===== src/rtl/alu_seq_ctrl.sv =====
// alu_seq_ctrl: debounces the board buttons, enforces the A -> B -> op load order and latches the ALU result onto the LEDs
module alu_seq_ctrl #(
    parameter int N_BITS     = 8,
    parameter int N_OP       = 6,
    parameter int N_DEBOUNCE = 4
) (
    input  logic              i_clock,
    input  logic              i_reset_n,
    input  logic [N_BITS-1:0] i_switch,
    input  logic [2:0]        i_boton,
    input  logic [N_BITS-1:0] i_result,
    output logic [N_BITS-1:0] o_dato_a,
    output logic [N_BITS-1:0] o_dato_b,
    output logic [N_OP-1:0]   o_op,
    output logic [N_BITS-1:0] o_leds,
    output logic [1:0]        o_state,
    output logic              o_err
);
    localparam int CW = $clog2(N_DEBOUNCE);

    typedef enum logic [1:0] {WAIT_A = 2'd0, WAIT_B = 2'd1, WAIT_OP = 2'd2, RESULT = 2'd3} state_t;

    state_t          state;
    logic [2:0]      sync1, sync2, press;
    logic [N_OP-1:0] opc;
    logic            op_ok, multi, pa, pb, po;

    assign opc     = i_switch[N_OP-1:0];
    assign op_ok   = opc inside {N_OP'(6'b100000), N_OP'(6'b100010), N_OP'(6'b100100), N_OP'(6'b100101),
                                 N_OP'(6'b100110), N_OP'(6'b000011), N_OP'(6'b000010), N_OP'(6'b100111)};
    assign pa      = press[0];
    assign pb      = press[1];
    assign po      = press[2];
    assign multi   = (pa & pb) | (pa & po) | (pb & po);
    assign o_state = state;

    // two-flop synchronizer bringing the raw buttons into the clock domain
    always_ff @(posedge i_clock or negedge i_reset_n) begin
        if (!i_reset_n) begin
            sync1 <= '0;
            sync2 <= '0;
        end else begin
            sync1 <= i_boton;
            sync2 <= sync1;
        end
    end

    genvar g;
    generate
        for (g = 0; g < 3; g++) begin : g_deb
            logic [CW-1:0] cnt;
            logic          level, pulse;
            assign press[g] = pulse;
            // accept a new level only after it persists N_DEBOUNCE cycles; pulse once when a press is accepted
            always_ff @(posedge i_clock or negedge i_reset_n) begin
                if (!i_reset_n) begin
                    cnt   <= '0;
                    level <= 1'b0;
                    pulse <= 1'b0;
                end else begin
                    pulse <= 1'b0;
                    if (sync2[g] == level) begin
                        cnt <= '0;
                    end else if (cnt == CW'(N_DEBOUNCE - 1)) begin
                        cnt   <= '0;
                        level <= sync2[g];
                        pulse <= sync2[g];
                    end else begin
                        cnt <= cnt + 1'b1;
                    end
                end
            end
        end
    endgenerate

    // load sequencer: every accepted A load restarts the B/op sequence, illegal pulses only raise the sticky error
    always_ff @(posedge i_clock or negedge i_reset_n) begin
        if (!i_reset_n) begin
            state    <= WAIT_A;
            o_dato_a <= '0;
            o_dato_b <= '0;
            o_op     <= '0;
            o_err    <= 1'b0;
        end else if (multi) begin
            o_err <= 1'b1;
        end else if (pa) begin
            o_dato_a <= i_switch;
            o_err    <= 1'b0;
            state    <= WAIT_B;
        end else if (pb) begin
            if (state == WAIT_A) begin
                o_err <= 1'b1;
            end else begin
                o_dato_b <= i_switch;
                o_err    <= 1'b0;
                if (state == WAIT_B) state <= WAIT_OP;
            end
        end else if (po) begin
            if (state == WAIT_A || state == WAIT_B || !op_ok) begin
                o_err <= 1'b1;
            end else begin
                o_op  <= opc;
                o_err <= 1'b0;
                state <= RESULT;
            end
        end
    end

    // LEDs track the ALU only while a full operand/op set is loaded, otherwise hold
    always_ff @(posedge i_clock or negedge i_reset_n) begin
        if (!i_reset_n) o_leds <= '0;
        else if (state == RESULT) o_leds <= i_result;
    end
endmodule


===== config.mk =====
export PLATFORM = sky130hd
export DESIGN_NAME = alu_seq_ctrl
export DESIGN_NICKNAME = d
export VERILOG_FILES = /design/src/rtl/alu_seq_ctrl.sv
export SDC_FILE = /design/constraint.sdc
export NUM_CORES = 1
export LEC_CHECK = 0
export ABC_CLOCK_PERIOD_IN_PS = 1800
export BUFFER_PORTS_ARGS = -buffer_cell sky130_fd_sc_hd__buf_4
export CORE_ASPECT_RATIO = 1.75
export CORE_MARGIN = 2
export CORE_UTILIZATION = 51
export CTS_CLUSTER_DIAMETER = 30
export DETAILED_ROUTE_END_ITERATION = 8
export PLACE_DENSITY = 0.75
export SLEW_MARGIN = 40
export SYNTH_ARGS = -nofsm -noshare
export SYNTH_HDL_FRONTEND = slang
export SYNTH_SLANG_ARGS = --single-unit

===== constraint.sdc =====
create_clock -name i_clock -period 1.8 [get_ports i_clock]
set_input_delay 0.36 -clock i_clock [delete_from_list [all_inputs] [get_ports i_clock]]
set_output_delay 0.36 -clock i_clock [all_outputs]
set_load 0.005 [all_outputs]

==> results by group <==
Clocking
  – Num CTS Buffers: 5
  – Longest Clk Path Bufs: 2
  – Cts repair resizes: 0
  – Clock-pin transition on the worst setup and hold timing paths: 90 ps
  – CTS Root Cell: clkbuf_8
  – Clock Sink Count: 51
  – Worst-skew pair later-pin latency: 300 ps
  – Postcts setup bufs: 0
  – CTS tree: yes
  – Hold Buf Count CTS: 0
  – CTS H-tree lvls: 2

Worst setup path
  – Reg2reg start: g_deb[1].pulse
  – CP Launch Type: flip-flop
  – Worst reg2reg setup slack: 170 ps
  – Crit Reg-Reg Endpoint: o_dato_a[4]
  – Worst Path Required: 1990 ps
  – CP Capture Type: flip-flop
  – Worst EP arrival: 1820 ps
  – Max FO, Critical Path: 8
  – R2R cell count: 3
  – Critical path class: flip-flop to flip-flop

Timing
  – Setup TNS Final: 0 ps
  – Setup-failing EPs final: 0
  – Worst slew pin tran: 610 ps
  – Unrepaired setup endpoints after global routing: no
  – Slew HR: 59.3%
  – Worst Skew: 7.26 ps
  – Fin worst setup slack: 170 ps
  – Min Tclk post-route: 1630 ps
  – Slew Viols, Final: 0
  – Final hold violation count: 0
  – Peak Freq: 614 MHz
  – Final period util: 90.5%

Detailed routing
  – First drt pass iteration count: 6
  – Routed wire length: 3600 um
  – Vias: 1214
  – Vias per cell: 5.17
  – Initial DRC count: 11
  – Final ANT Viol Nets: 0
  – DRC viols: 0
  – Drt wl/cell: ~15 um

Logic synthesis
  – Mapped Area: roughly 1900 um2
  – Synth Net Count: around 150
  – Post-synthesis cell type count: 23
  – Post-synth EDFFs: 0
  – Yosys reg bits: 51
  – Top FF cell, synth: dfrtp_1
  – Top cells by count, synth: dfrtp_1, mux2_2, o21ai_0
  – Top-area cell type share of the netlist area: between 60% and 70%
  – Synth warnings: 0
  – Seq/Total Area, Yosys: 65.7%
  – Mapped Cells: 130
  – Async SR Flop Fraction: 100%
  – Largest area contributor in the netlist: dfrtp_1
  – Most frequent cell after synthesis: dfrtp_1
  – Syn_area_per_cell: 14.9 um2
  – Synth area leaders: dfrtp_1, mux2_2, ha_1, o21ai_0, o2111ai_4

Global route
  – Vias in the first global route: 1318
  – Met3 GRT Util: 3.31%
  – Largest net degree at the start of global routing: 52
  – Met2 usage in global routing: 35.4%
  – GR peak layer: met2
  – First-pass GRT wire length: between 5000 and 6000 um
  – Grt met1 use: a little under a fifth
  – Total track usage: 18.4%
  – Antenna violations before repair: 0
  – GRT overflow: 0

Die
  – Core Area: 3630 um2
  – Starting Density: about 54%
  – Num ports: 54
  – Chip height: around 86 um
  – Die width: 50.6 um
  – # rows: 29
  – Die area: 4340 um2

Power
  – VDD IR max: 1050 uV
  – Pwr dens: ~1500 nW/um2
  – P_leak: 1.20 nW

Placed design
  – RD Place Congestion: 0.829
  – Post-DP HPWL: about 2800 um
  – Port bufs: 53
  – Pre-CTS setup slack: between 20 and 25 ps
  – Placed cells: 227

Cells and area
  – # diodes: 0
  – Layout net count: 212
  – Layout cells sized above 1: 50.3%
  – Fill count: about 280
  – Area Growth Syn to Fin: 28.1%
  – Final Util: 68.6%
  – Fin cells: 235

Run status
  – Outcome: complete, no violations

Flow run
  – Max Cap Viol: 0

Min path
  – Min-delay worst type: input port to async pin
power breakdown:
group          switching, mW  internal [mW]
Combinational          0.421          0.774
Clock                  0.340          0.351
Sequential             0.276           1.55
Total                   1.04           2.68
through the flow:
stage / hold slack [ps] / power, mW / area, um2
after CTS: 92.8 / 3.77 / 2490
after global placement: 332 / 2.98 / 2390
final: 75.0 / 3.72 / 2490
after floorplan: 64.4 / 2.38 / 1940
after global routing: 121 / 3.95 / 2490
after detailed placement: 340 / 3.07 / 2390
kinds of logic after synthesis:
kind of cell    Yosys count  share of synthesized area [%]
flops                    51                           65.7
fa+ha+maj                 3                           1.93
xor+xnor                  3                           1.35
buf+inv                   6                           1.29
simple gates             26                           8.25
compound gates           12                           4.64
mux                      29                           16.8
flip-flops by register name, summed over array words and instances (netlist names):
| register | count |
|---|---|
| o_dato_b | 8 |
| g_deb.cnt | 6 |
| o_state | 2 |
| o_op | 6 |
| g_deb.level | 3 |
| o_leds | 8 |
| g_deb.pulse | 3 |
| sync1 | 3 |
| o_dato_a | 8 |
| o_err | 1 |
| sync2 | 3 |
cell usage in the layout (no fill, tap or decap), drive strengths merged:
| cell type | Yosys | routed |
|---|---|---|
| xnor2 | 3 | 3 |
| and2 | 1 | 1 |
| buf | 2 | 53 |
| inv | 4 | 4 |
| ha | 3 | 3 |
| and2b | 3 | 3 |
| o22ai | 1 | 1 |
| o21ai | 8 | 8 |
| and3b | 1 | 1 |
| nand3b | 1 | 1 |
| o2111ai | 1 | 1 |
| nor2 | 5 | 5 |
| nor3 | 3 | 3 |
| a31oi | 1 | 1 |
| mux2 | 29 | 29 |
| o21a | 1 | 1 |
| clkbuf | 0 | 8 |
| nand2b | 2 | 2 |
| dfrtp | 51 | 51 |
| nand3 | 2 | 2 |
| nor4 | 1 | 1 |
| nor2b | 3 | 3 |
| nand2 | 4 | 4 |
final cells by class:
cell class | instances | area, um2 | area share, %
Multi-Input combinational cell | 73 | 641 | 25.8
Inverter | 4 | 15.0 | 0.604
Sequential cell | 51 | 1280 | 51.3
Tap cell | 46 | 57.6 | 2.31
Timing Repair Buffer | 53 | 398 | 16.0
Clock buffer | 8 | 100 | 4.02
worst max-delay path by stage:
stage / to / startpoint / slack (ps)
after floorplan: o_op[0] / i_switch[2] / 340
after global placement: o_op[2] / i_switch[3] / 90
after detailed placement: o_op[5] / i_switch[3] / 20
after CTS: o_dato_a[7] / g_deb[1].pulse / 150
after global routing: o_dato_a[6] / g_deb[1].pulse / 90
final: o_dato_a[4] / g_deb[1].pulse / 170
routing by layer:
| layer | part of all wire (%) | vias up |
|---|---|---|
| li1 | - | 565 |
| met3 | 3.8 | 5 |
| met5 | 0 | - |
| met1 | 36 | 602 |
| met2 | 58 | 42 |
| met4 | 1.9 | 0 |
worst max-delay path, cell delays in order, from the launching register on:
cell,delay (ps)
dfrtp_1,470
nor2_1,260
and2_1,420
mux2_2,380
Power figures use the tool's default switching activity.
